<file path="src/rtl/tube_readout_ctrl.sv">
// Frame sequencer for a bank of drift-time tube counters.
// It arms the counters, times the gate window, snapshots the counts and streams one record per tube.
module tube_readout_ctrl #(
  parameter int N_TUBES = 8,
  parameter int CNT_W   = 8,
  parameter int WINDOW  = 200,
  parameter int IDX_W   = 4
) (
  input  logic                     clk,
  input  logic                     clr_n,
  input  logic                     trigger,
  input  logic [N_TUBES*CNT_W-1:0] tube_cnt,
  output logic                     tube_clr,
  output logic                     gate_en,
  output logic                     out_valid,
  input  logic                     out_ready,
  output logic [IDX_W-1:0]         out_idx,
  output logic [CNT_W-1:0]         out_data,
  output logic                     out_hit,
  output logic                     busy,
  output logic                     frame_done,
  output logic                     trig_missed
);

  typedef enum logic [1:0] {
    ST_IDLE = 2'd0,
    ST_ARM  = 2'd1,
    ST_READ = 2'd2,
    ST_DONE = 2'd3
  } state_t;

  localparam logic [CNT_W-1:0] WIN_LAST = CNT_W'(WINDOW - 1);
  localparam logic [CNT_W-1:0] WIN_LIM  = CNT_W'(WINDOW);
  localparam logic [IDX_W-1:0] IDX_LAST = IDX_W'(N_TUBES - 1);

  state_t           state_r;
  logic [CNT_W-1:0] win_cnt_r;
  logic [CNT_W-1:0] snap_r [N_TUBES];
  logic [IDX_W-1:0] next_idx_s;
  logic [CNT_W-1:0] next_data_s;

  // A trigger is flagged in the very cycle it is seen while a frame is in progress.
  assign trig_missed = trigger & busy;

  // Select the snapshot entry for the record that follows the current one.
  always_comb begin
    next_idx_s  = out_idx + IDX_W'(1);
    next_data_s = '0;
    for (int i = 0; i < N_TUBES; i++) begin
      next_data_s = (IDX_W'(i) == next_idx_s) ? snap_r[i] : next_data_s;
    end
  end

  // Frame sequencer with all outputs registered.
  always_ff @(posedge clk or negedge clr_n) begin
    if (!clr_n) begin
      state_r    <= ST_IDLE;
      win_cnt_r  <= '0;
      tube_clr   <= 1'b1;
      gate_en    <= 1'b0;
      out_valid  <= 1'b0;
      out_idx    <= '0;
      out_data   <= '0;
      out_hit    <= 1'b0;
      busy       <= 1'b0;
      frame_done <= 1'b0;
      for (int i = 0; i < N_TUBES; i++) begin
        snap_r[i] <= '0;
      end
    end else begin
      case (state_r)
        ST_IDLE: begin
          frame_done <= 1'b0;
          if (trigger) begin
            state_r   <= ST_ARM;
            win_cnt_r <= '0;
            tube_clr  <= 1'b0;
            gate_en   <= 1'b1;
            busy      <= 1'b1;
          end
        end
        ST_ARM: begin
          if (win_cnt_r == WIN_LAST) begin
            // The first record is taken straight from the bus since the snapshot lands on this edge.
            for (int i = 0; i < N_TUBES; i++) begin
              snap_r[i] <= tube_cnt[i*CNT_W +: CNT_W];
            end
            state_r   <= ST_READ;
            tube_clr  <= 1'b1;
            gate_en   <= 1'b0;
            out_valid <= 1'b1;
            out_idx   <= '0;
            out_data  <= tube_cnt[CNT_W-1:0];
            out_hit   <= (tube_cnt[CNT_W-1:0] < WIN_LIM);
          end else begin
            win_cnt_r <= win_cnt_r + CNT_W'(1);
          end
        end
        ST_READ: begin
          if (out_ready) begin
            if (out_idx == IDX_LAST) begin
              state_r    <= ST_DONE;
              out_valid  <= 1'b0;
              frame_done <= 1'b1;
            end else begin
              out_idx  <= next_idx_s;
              out_data <= next_data_s;
              out_hit  <= (next_data_s < WIN_LIM);
            end
          end
        end
        ST_DONE: begin
          state_r    <= ST_IDLE;
          frame_done <= 1'b0;
          busy       <= 1'b0;
        end
        default: begin
          state_r    <= ST_IDLE;
          tube_clr   <= 1'b1;
          gate_en    <= 1'b0;
          out_valid  <= 1'b0;
          busy       <= 1'b0;
          frame_done <= 1'b0;
        end
      endcase
    end
  end

endmodule

</file>
<file path="config.mk">
export PLATFORM = sky130hd
export DESIGN_NAME = tube_readout_ctrl
export DESIGN_NICKNAME = d
export VERILOG_FILES = /design/src/rtl/tube_readout_ctrl.sv
export SDC_FILE = /design/constraint.sdc
export NUM_CORES = 1
export LEC_CHECK = 0
export ABC_AREA = 1
export CAP_MARGIN = 10
export CORE_MARGIN = 2
export CORE_UTILIZATION = 25
export DETAILED_ROUTE_END_ITERATION = 7
export GPL_TIMING_DRIVEN = 0
export HOLD_SLACK_MARGIN = 0.12
export SYNTH_ARGS = -nofsm -noshare
export SYNTH_HDL_FRONTEND = slang
export SYNTH_SLANG_ARGS = --single-unit
</file>
<file path="constraint.sdc">
create_clock -name clk -period 2.6 [get_ports clk]
set_input_delay 0.52 -clock clk [delete_from_list [all_inputs] [get_ports clk]]
set_output_delay 0.52 -clock clk [all_outputs]
set_load 0.02 [all_outputs]
</file>
== Yosys cells after proc, flatten, opt, wreduce, memory -nomap -nowiden ==
Cells that the tools add are included.

* Logic and storage cells: 97
* Input port bits: 68
* Output and inout port bits: 19
* Register bits: 92

* Equal/unequal tests: 18
* Add/subtract/negate cells: 2
* Muxes and demuxes: 41
* Reduce and logical (&&, ||, !) cells: 15
* Magnitude comparators: 2
* Bitwise operators: 1

{| class="wikitable"
|+ Operator list
! cell !! number
|-
| 2-to-1 mux 8 bit || 13
|-
| case mux 8 bit (2 select lines) || 2
|-
| == test 3 x 4 -> 1 bit, first input constant || 4
|-
| less-than comparator 8 bit, second input constant || 2
|-
| 2-to-1 mux 4 bit || 3
|-
| inequality test 2 bit, second input constant || 6
|-
| case mux 1 bit (2 select lines) || 6
|-
| AND reduction 4 bit || 3
|-
| 2-to-1 mux 1 bit || 11
|-
| AND reduction 3 bit || 3
|-
| adder 8 x 1 -> 8 bit, second input constant || 1
|-
| == test 2 x 4 -> 1 bit, first input constant || 2
|-
| == test 8 bit, second input constant || 1
|-
| 2-to-1 mux 2 bit || 4
|-
| case mux 2 bit (4 select lines) || 1
|-
| case mux 4 bit (2 select lines) || 1
|-
| nonzero test 2 bit || 4
|-
| adder 4 x 1 -> 4 bit, second input constant || 1
|-
| == test 1 x 4 -> 1 bit, first input constant || 1
|-
| == test 2 bit, second input constant || 2
|-
| == test 4 x 3 -> 1 bit, second input constant || 1
|-
| zero test 4 bit || 1
|-
| AND reduction 2 bit || 2
|-
| == test 2 x 1 -> 1 bit, second input constant || 1
|-
| 3 further kinds || 3
|}

== Logic depth before layout (Yosys ltp) ==
* Depth after elaboration: 14
* Mapped depth: 16
* Gate-level depth less buffers: 16

== Worst setup path after synthesis ==
Ideal clock, no wire load.

* Path type: flip-flop to flip-flop
* Start point: register out_idx[0]
* End point: register out_hit
* Buffers on the path: 1
* Data required time: 2.480 ns
* Cell stages (with the launch flop): 15
* Setup slack: 0.461 ns
* Library setup time: 0.120 ns
* Clock period less this slack: 2.139 ns
* Arrival time: 2.020 ns
* Cells stage by stage: dfrtp_1 > ha_1 > xnor2_2 > buf_2 > nand4_1 > nand3_1 > nand3_1 > nand3_1 > nand2_1 > nand2_1 > nand2_1 > nand2_1 > nand2_1 > nor2_1 > a21oi_2

* Cells in the longest elaborated chain, start to end: 14
* Elaborated cells between the ends (all ways): 24
* Those cells by class: 1 x add/sub; 1 x order compare; 9 x eq/ne; 11 x mux; 2 x reduce/logical

{| class="wikitable"
|+ Ends and longest elaborated chain
! item !! RTL line !! source
|-
| start: declaration || 17 || <nowiki>output logic [IDX_W-1:0] out_idx,</nowiki>
|-
| start signal: assignment || 106 || <nowiki>out_idx <= next_idx_s;</nowiki>
|-
| adder 4 x 1 -> 4 bit || 47 || <nowiki>next_idx_s = out_idx + IDX_W'(1);</nowiki>
|-
| zero test 4 bit || 50 || <nowiki>next_data_s = (IDX_W'(i) == next_idx_s) ? snap_r[i] : next_data_s;</nowiki>
|-
| 2-to-1 mux 8 bit (8 in series) || 50 ||
|-
| less-than comparator 8 bit || 108 || <nowiki>out_hit <= (next_data_s < WIN_LIM);</nowiki>
|-
| 2-to-1 mux 1 bit || 101 || <nowiki>if (out_idx == IDX_LAST) begin</nowiki>
|-
| 2-to-1 mux 1 bit || 100 || <nowiki>if (out_ready) begin</nowiki>
|-
| case mux 1 bit (2 select lines) || 71 || <nowiki>case (state_r)</nowiki>
|-
| end signal: assignment || 94 || <nowiki>out_hit <= (tube_cnt[CNT_W-1:0] < WIN_LIM);</nowiki>
|-
| end signal: assignment || 108 ||
|-
| end: declaration || 19 || <nowiki>output logic out_hit,</nowiki>
|}

Parallel ways exist; a longest one is shown, timed or not. The select of a mux whose other input is x is not followed.
A chain may end at the register's enable or synchronous reset.

== Worst setup path in the final report ==
Same ends and word-level chain as after synthesis.

==> impl_metrics.tcl <==
set metrics [dict create \
    outcome "complete, no violations" \
    r2r_end "out_hit$_DFFE_PN0P_" \
    max-vdd-ir-drop_uv 350.1 \
    worstHoldStart "snap_r[1]$_DFFE_PN0P_" \
    vias_per_cell 4.290 \
    io_buffer_count 86 \
    floorplan.rows 50 \
    start_kind "register" \
    grt_most_used_layer "met2" \
    cts_tree "done" \
    ios 87 \
    hold_violations 0 \
    rsz0062_at_grt "false" \
    nets 803 \
    period_share 0.8956 \
    drt_first_pass_iters 6 \
    skew_ps 9.004 \
    fp.coreArea_mm2 0.01871 \
    routed_wl_mm 13.00 \
    htree_levels 3 \
    post_cts_buffers 0 \
    clkTransAtPathRegs_ps 70 \
    async_reset_ff_frac 1.000 \
    path_class "reg -> reg" \
    cts_made_buffers 9 \
    final_util 0.3373 \
    met2_usage 0.2238 \
    drive_above_1_share 0.1055 \
    die_h_um 141.9 \
    yosys-top-cells-area "dfrtp_1, nand2_1, inv_1" \
    grt_max_degree 68 \
    ys_types 40 \
    r2r.worst_path.cells 12 \
    avgSynthCellArea_um2 7.597 \
    end_kind "register" \
    synth_top_area_frac 0.4788 \
    clkLatencyLatePin_ps 350 \
    period_needed_ps 2329 \
    use_met3 0.02970 \
    dr.first_iter.drc_count 232 \
    tightest_slew_ps 485.3 \
    setup_violations 0 \
    critical_path_arrival_ps 2570 \
    totalPowerFinal_mw 6.260 \
    pwr_density_cell_mw_per_mm2 992.1 \
    cts_sinks 92 \
    netlist_area_mm2 0.004756 \
    critPathMaxFanout 10 \
    initial_core_util 0.2542 \
    grt_util_met1 0.1896 \
    fmax_mhz 429.4 \
    hold_depth 2 \
    num_antenna_cells 0 \
    grt_pass1_wl_mm 21.47 \
    via_count 4136 \
    die_width_um 141.9 \
    required_ps 2840 \
    cap_violations 0 \
    rr_startpoint "out_idx[0]$_DFFE_PN0P_" \
    hp-class "reg -> reg" \
    synth_seq_cells 92 \
    grt-ovfl-total 0 \
    gp_congestion 0.8105 \
    hpwl_mm 10.06 \
    maxSlewViolCount 0 \
    yosys.area.top_type "dfrtp_1" \
    cts_root_buffer "clkbuf_16" \
    yosysWarningCount 0 \
    synth_ff_type "dfrtp_1" \
    post_drt_wl_per_cell_um 13.48 \
    synthToLayoutAreaGrowth_pct 32.68 \
    rrSetupSlack_ps 270 \
    slew_headroom 0.6764 \
    final_antenna_net_count 0 \
    timing.hold.ws_ps 468.7 \
    antenna_found_initial 0 \
    track_usage 0.1390 \
    dieArea_mm2 0.02014 \
    synth-edff-count 0 \
    cts_buffer_depth 2 \
    synth_seq_area_share 0.4843 \
    synth_common_cells "nand2_1, dfrtp_1, inv_1, nand3_1, o21ai_0" \
    synth_nets 704 \
    leakage_nw 2.909 \
    drc 0 \
    holdPathEnd "snap_r[1]$_DFFE_PN0P_" \
    synth_cells 626 \
    yosysMostFrequentCell "nand2_1" \
    grt_pass1_vias 4251 \
]
metrics by stage:
step / cell area (µm²) / cells / setup TNS (ps) / worst slack, ps
finish: 6310 / 964 / 0 / 271.4
global route: 6310 / 964 / 0 / 45.75
CTS: 6279 / 964 / 0 / 84.20
detailed placement: 5934 / 947 / 0 / 93.16
global placement: 5909 / 946 / -230150 / -2521
floorplan: 4756 / 626 / 0 / 460.7
repair_timing:
item / CTS / global route
endpoints found under the setup margin: 0 / 5
hold buffers: 1 / 0
resized for setup: 0 / 8
hold endpoints to repair: 24 / 0
report_power, final:
| group | total [mW] | switching, mW | internal, mW | leakage [nW] |
|---|---|---|---|---|
| combinational | 3.02 | 1.87 | 1.15 | 1.83 |
| sequential | 1.78 | 0.149 | 1.63 | 0.918 |
| clock | 1.46 | 0.568 | 0.896 | 0.162 |
sequential cells by signal, indices dropped and copies added (netlist names):
name        count
out_data        8
out_hit         1
gate_en         1
busy            1
state_r         2
snap_r         64
frame_done      1
out_idx         4
tube_clr        1
win_cnt_r       8
out_valid       1
cells by family (layout without fill, tap and decap cells):
logic type,count (synthesis),count (layout),synth area share
AO/OA/AOI/OAI,69,69,0.08446
flip-flops,92,92,0.4843
XOR/XNOR,1,1,0.003421
buffers and inverters,98,202,0.08656
AND/OR/NAND/NOR,356,356,0.3149
adder cells (fa/ha/maj),10,10,0.02631
cell type report:
type	count	area [µm²]
buffer	24	132.6
clock buffer	11	252.7
clock inverter	5	81.33
fill	2000	12400
inverter	74	280.3
multi-input combinational	436	2071
sequential	92	2303
tap	234	292.8
timing repair buffer	88	895.9
cells in the final DEF (no fill, tap or decap), drive strengths merged:
master / Yosys / layout
clkdlybuf4s50: 0 / 85
clkbuf: 10 / 21
o211ai: 1 / 1
clkinv: 1 / 2
o32ai: 1 / 1
a22o: 1 / 1
bufinv: 0 / 2
dfrtp: 91 / 91
nand3: 38 / 38
nor4: 1 / 1
a32o: 1 / 1
o22ai: 1 / 1
o2111ai: 2 / 2
inv: 73 / 74
nor2: 28 / 28
o21ai: 48 / 48
dfstp: 1 / 1
buf: 14 / 16
dlygate4sd3: 0 / 1
ha: 10 / 10
or2: 9 / 9
a21oi: 13 / 13
nand4: 11 / 11
nand2: 261 / 261
nor3: 8 / 8
xnor2: 1 / 1
clkinvlp: 0 / 1
a21boi: 1 / 1
worst max-delay path by stage:
| stage | start | end | slack [ps] | cells after the start |
|---|---|---|---|---|
| 6_report | out_idx[0]$_DFFE_PN0P_ | out_hit$_DFFE_PN0P_ | 270 | 12 |
| 3_5_place_dp | out_idx[0]$_DFFE_PN0P_ | out_hit$_DFFE_PN0P_ | 90 | 13 |
| 5_1_grt | out_idx[0]$_DFFE_PN0P_ | out_hit$_DFFE_PN0P_ | 50 | 13 |
| 3_3_place_gp | clr_n | snap_r[11]$_DFFE_PN0P_ | -2520 | 1 |
| 4_1_cts | out_idx[0]$_DFFE_PN0P_ | out_hit$_DFFE_PN0P_ | 80 | 13 |
| 2_1_floorplan | out_idx[0]$_DFFE_PN0P_ | out_hit$_DFFE_PN0P_ | 460 | 14 |
worst max-delay path: stages, from the launching register on:
cell	delay [ps]
dfrtp_1	480
ha_2	270
xnor2_4	260
buf_2	250
nand4_1	120
nand3_1	100
nand3_1	120
nand3_1	110
nand2_1	90
a21oi_2	200
nor2_1	70
nand3_1	90
a21oi_2	60
layer usage:
| metal | vias to the layer above | wire length (µm) |
|---|---|---|
| met1 | 1890 | 6276 |
| met4 | 0 | 150 |
| met3 | 11 | 511 |
| li1 | 2152 | - |
| met5 | - | 0 |
| met2 | 83 | 6056 |
(Power assumes the default switching activity.)
==> RTL edit 1: new RTL, config.mk and constraints unchanged <==
Encoding of `state_t`: now Gray code (2 bits for 4 states).
--- a/src/rtl/tube_readout_ctrl.sv
+++ b/src/rtl/tube_readout_ctrl.sv
@@ -23,10 +23,10 @@
 );
 
   typedef enum logic [1:0] {
-    ST_IDLE = 2'd0,
-    ST_ARM  = 2'd1,
-    ST_READ = 2'd2,
-    ST_DONE = 2'd3
+    ST_IDLE = 2'b00,
+    ST_ARM  = 2'b01,
+    ST_READ = 2'b11,
+    ST_DONE = 2'b10
   } state_t;
 
   localparam logic [CNT_W-1:0] WIN_LAST = CNT_W'(WINDOW - 1);
Formal check against the unedited RTL: no difference found for any inputs over 10 cycles, from zero or initial values; not proved beyond that.
==> RTL edit 1 against the original RTL <==
  * Die area down 2.0%
  * Final area fell by 2.5%
  * Synthesized area decreased by 2.1%
  * Combinational power fell by 30%
  * Worst setup slack lost 0.097 ns
  * Synthesized cell count fell by 0.80%
  * Maximum frequency shrank 4.0%
  * Total power shrank 12%
  * Sequential cell count did not move
  * Wire length increased by 0.60%
  * Worst hold slack worse by 0.29 ns
  * Largest cell class unchanged
==> RTL edit 1: results (changes against the original RTL) <==
Parameter                              Value

Status
  Status ... finished clean (unchanged)

Final layout
  Filler cells ... 1946 (was 2000)
  Net count of the finished layout ... 793 (was 803)
  End-of-flow core utilization ... 0.339 (was 0.337)
  Ratio of cells with drive above 1 in the final layout ... 0.0637 (was 0.105)

Setup path
  Reg2Reg Capture Point ... out_data[3]$_DFFE_PN0P_ (was out_hit$_DFFE_PN0P_)
  Largest fanout on the critical path ... 9 (was 10)
  Setup slack, reg-to-reg ... 0.17 ns (was 0.27 ns)
  Arrival time reported for the critical path endpoint ... 2.66 ns (was 2.57 ns)
  Critical Path Slowest Stage Cell ... dfrtp_2 (was dfrtp_1)
  Worst Reg-to-Reg Cells ... 12 (unchanged)

Global route
  Via count of the first global-routing pass ... 4005 (was 4251)
  First-pass GRT wire length ... 21.3 mm (was 21.5 mm)
  Global routing usage on met2 ... 0.212 (was 0.224)
  Pin count of the biggest net entering global routing ... 51 (was 68)
  Met1 Usage GRT ... 0.201 (was 0.190)
  Number of antenna violations at the first check in global routing ... 0 (unchanged)
  All-Layer GR Usage ... 0.139 (about the same)
  Met3 track demand over resource ... 0.0321 (was 0.0297)

Placement
  Cell Area, Placed ... 5830 um2 (was 5930 um2)
  Number of port buffers ... 86 (unchanged)
  Post-DP HPWL ... 9.91 mm (was 10.1 mm)
  Placement Setup Slack ... 0.103 ns (was 0.0932 ns)
  Final estimated routing congestion in global placement ... 0.834 (was 0.811)

Logic synthesis
  Sequential cell area fraction in the yosys report ... 0.495 (was 0.484)
  Most common library cells after synthesis ... nand2_1, dfrtp_1, inv_1, o21ai_0, nand3_1 (was nand2_1, dfrtp_1, inv_1, nand3_1, o21ai_0)
  Fraction of registers with async set/reset ... 1.00 (unchanged)
  Most area-consuming cells after synthesis ... dfrtp_1, nand2_1, inv_1, o21ai_0, nand3_1 (was dfrtp_1, nand2_1, inv_1, nand3_1, o21ai_0)
  Unique cell type count in the Yosys netlist ... 30 (was 40)
  Synthesized netlist net count ... 695 (was 704)

Min path
  Hold Path Class ... input pin to async pin (was register to register)

Timing
  Post-route clock skew ... 0.00698 ns (was 0.00900 ns)
  Worst slew pin tran ... 0.656 ns (was 0.485 ns)

CTS
  Clock latency on the worst-skew pair ... 0.35 ns (about the same)
  Resized Gates After CTS ... 0 (unchanged)
  Number of buffers on the longest clock path ... 2 (unchanged)
  Clock buffers created by TritonCTS ... 9 (unchanged)
  CTS H-tree depth ... 3 (unchanged)

Detailed routing
  Total via count after detailed routing ... 4134 (was 4136)
  Number of design-rule violations left by the first detailed-router iteration ... 245 (was 232)
  First-pass DRT Iterations ... 4 (was 6)
  Wirelength, routed ... 13.1 mm (was 13.0 mm)

Power
  Maximum ir drop on the vdd rail ... 0.367 mV (was 0.350 mV)
  Leakage component of the power ... 3.02 nW (was 2.91 nW)
## RTL edit 1: report_power, final
| group | internal [mW] | leakage, nW | switching (mW) |
|---|---|---|---|
| registers | 1.81 | 0.909 | 0.255 |
| logic | 0.820 | 1.96 | 1.28 |
| clock network | 0.786 | 0.145 | 0.540 |
## RTL edit 1: metal layers
layer / vias up / share of wire
li1: 2121 / -
met1: 1912 / 0.49
met2: 96 / 0.45
met3: 5 / 0.052
met4: 0 / 0.0054
met5: - / 0
## RTL edit 1: layout make-up
type                    instances  area share
clock inverters                 2     0.00569
multi-input cells             421       0.316
inverters                      85      0.0519
plain buffers                  23      0.0199
repair buffers                 87       0.144
clock buffers                  12      0.0417
flip-flops and latches         92       0.375
well taps                     229      0.0466
## RTL edit 1: through the flow
step,TNS [ns],std cells,hold slack [ns]
6_report,0,951,0.176
5_1_grt,0,951,0.213
4_1_cts,0,951,0.185
3_5_place_dp,0,937,0.461
3_3_place_gp,-228.28,936,0.458
2_1_floorplan,0,621,0.224
## RTL edit 1: how the worst max path moves through the flow
| stage | startpoint | to | slack, ns | cells past startpoint |
|---|---|---|---|---|
| 2_1_floorplan | out_idx[0]$_DFFE_PN0P_ | out_hit$_DFFE_PN0P_ | 0.49 | 16 |
| 3_3_place_gp | clr_n | snap_r[22]$_DFFE_PN0P_ | -2.50 | 1 |
| 3_5_place_dp | out_idx[0]$_DFFE_PN0P_ | out_data[3]$_DFFE_PN0P_ | 0.10 | 12 |
| 4_1_cts | out_idx[0]$_DFFE_PN0P_ | out_hit$_DFFE_PN0P_ | 0.04 | 16 |
| 5_1_grt | out_idx[1]$_DFFE_PN0P_ | out_hit$_DFFE_PN0P_ | 0.03 | 17 |
| 6_report | out_idx[0]$_DFFE_PN0P_ | out_data[3]$_DFFE_PN0P_ | 0.17 | 12 |
## RTL edit 1: cell families (layout without fill, tap and decap cells)
logic type,after synthesis,after routing,synth area share
and+or+nand+nor,342,342,0.311
buffers and inverters,108,209,0.0940
DFF,92,92,0.495
AOI/OAI and AO/OA,72,72,0.0803
adders and majority gates,6,6,0.0161
xor gates and xnor gates,1,1,0.00349
## RTL edit 1: worst register-to-register path: stages, from the launching register on
cell	delay (ns)
dfrtp_2	0.49
ha_1	0.30
xnor2_4	0.27
nand3_1	0.17
or2_0	0.23
nand3_1	0.10
nand2_1	0.05
nand2_1	0.10
nand2_1	0.08
a21boi_1	0.26
nand2_1	0.10
o211ai_1	0.09
nand2_1	0.07
==> RTL edit 2: new RTL, config.mk and constraints unchanged <==
Without the edit above. `N_TUBES`: 8 -> 16.
--- a/src/rtl/tube_readout_ctrl.sv
+++ b/src/rtl/tube_readout_ctrl.sv
@@ -1,7 +1,7 @@
 // Frame sequencer for a bank of drift-time tube counters.
 // It arms the counters, times the gate window, snapshots the counts and streams one record per tube.
 module tube_readout_ctrl #(
-  parameter int N_TUBES = 8,
+  parameter int N_TUBES = 16,
   parameter int CNT_W   = 8,
   parameter int WINDOW  = 200,
   parameter int IDX_W   = 4
Ports: changed (resized tube_cnt); port bits go from 87 to 151. The function was not compared with the original's and may differ.
==> RTL edit 2 against the original RTL <==
  * The run now ends with negative setup slack left
  * Final area is 79% higher
  * Synthesized area increased by 65%
  * Worst hold slack worse by 0.0021 ns
  * Total power up 67%
  * Sequential cell count up 64
  * Wire length up 91%
  * Worst setup slack got worse by 0.56 ns
  * Sequential power increased by 53%
  * Critical endpoint unchanged
  * Highest routed layer is now met5
==> RTL edit 2: results (changes against the original RTL) <==
Parameter                              Value

Global route
  Global routing usage on met2 ... 0.250 (was 0.224)
  Pin count of the biggest net entering global routing ... 98 (was 68)
  All-Layer GR Usage ... 0.154 (was 0.139)
  Met3 track demand over resource ... 0.0351 (was 0.0297)
  Number of antenna violations at the first check in global routing ... 1 (was 0)

Detailed routing
  First-pass DRT Iterations ... 5 (was 6)
  Met3 wirelength from detailed routing ... 1.08 mm (was 511 um)
  Wirelength, routed ... 24.9 mm (was 13.0 mm)
  Total via count after detailed routing ... 7295 (was 4136)

Logic synthesis
  Synthesized netlist net count ... 1210 (was 704)
  Number of instances in the synthesized netlist ... 1068 (was 626)
  Most area-consuming cells after synthesis ... dfrtp_1, nand2_1, inv_1, o21ai_0, nand3_1 (was dfrtp_1, nand2_1, inv_1, nand3_1, o21ai_0)

Final layout
  Net count of the finished layout ... 1413 (was 803)
  Clock buffers ... 19 (was 11)
  Filler cells ... 3246 (was 2000)
  Area used by sequential logic in the layout ... 3910 um2 (was 2300 um2)
  Number of sequential cells ... 156 (was 92)
  Final Non-Filler Cells ... 1680 (was 964)
  End-of-flow core utilization ... 0.367 (was 0.337)
  Signal buffers ... 223 (was 112)

Timing
  Total negative setup slack ... -1.84 ns (was 0 ns)
  Final setup slack of the worst path ... -0.289 ns (was 0.271 ns)
  Setup-violating endpoint count in the final report ... 9 (was 0)

CTS
  Clock latency on the worst-skew pair ... 0.43 ns (was 0.35 ns)
  Post-CTS Setup Repair Bufs ... 22 (was 0)

Placement
  Final estimated routing congestion in global placement ... 0.837 (was 0.811)
  Cell Area, Placed ... 9880 um2 (was 5930 um2)
  Placed Instances ... 1615 (was 947)

Status
  Status ... finished, violations left (was finished clean)
  Failing checks ... negative setup slack

Setup path
  CP max stage delay ... 0.46 ns (was 0.48 ns)
  Arrival time reported for the critical path endpoint ... 3.21 ns (was 2.57 ns)
==> RTL edit 2: cell count changes after synthesis, moves of 16 or more <==
cell	delta
nand2_1	+275
dfrtp_1	+64
inv_1	+40
o21ai_0	+36
clkbuf_1	+21
nand3_1	+16
==> RTL edit 2: cells by family after synthesis <==
family                   count (synthesis)  share of synthesized area
flip-flops                             156                      0.498
buffers and inverters                  144                     0.0723
adder cells (fa/ha/maj)                 10                     0.0160
XOR/XNOR                                 1                    0.00208
AO/OA/AOI/OAI                           95                     0.0643
AND/OR/NAND/NOR                        662                      0.347
==> RTL edit 2: tightest hold or removal path: stages, from the launching register on <==
cell and delay [ns]:
dfrtp_1 0.34, nand2_1 0.05, nand2_1 0.04
==> RTL edit 2: power groups by stage <==
stage	logic [mW]	registers [mW]	clock network [mW]
after floorplan	2.14	2.87	0
after global placement	3.72	2.76	0
after detailed placement	3.75	2.77	0
after CTS	4.54	2.72	2.70
after global routing	5.57	2.74	2.79
final	5.06	2.72	2.65
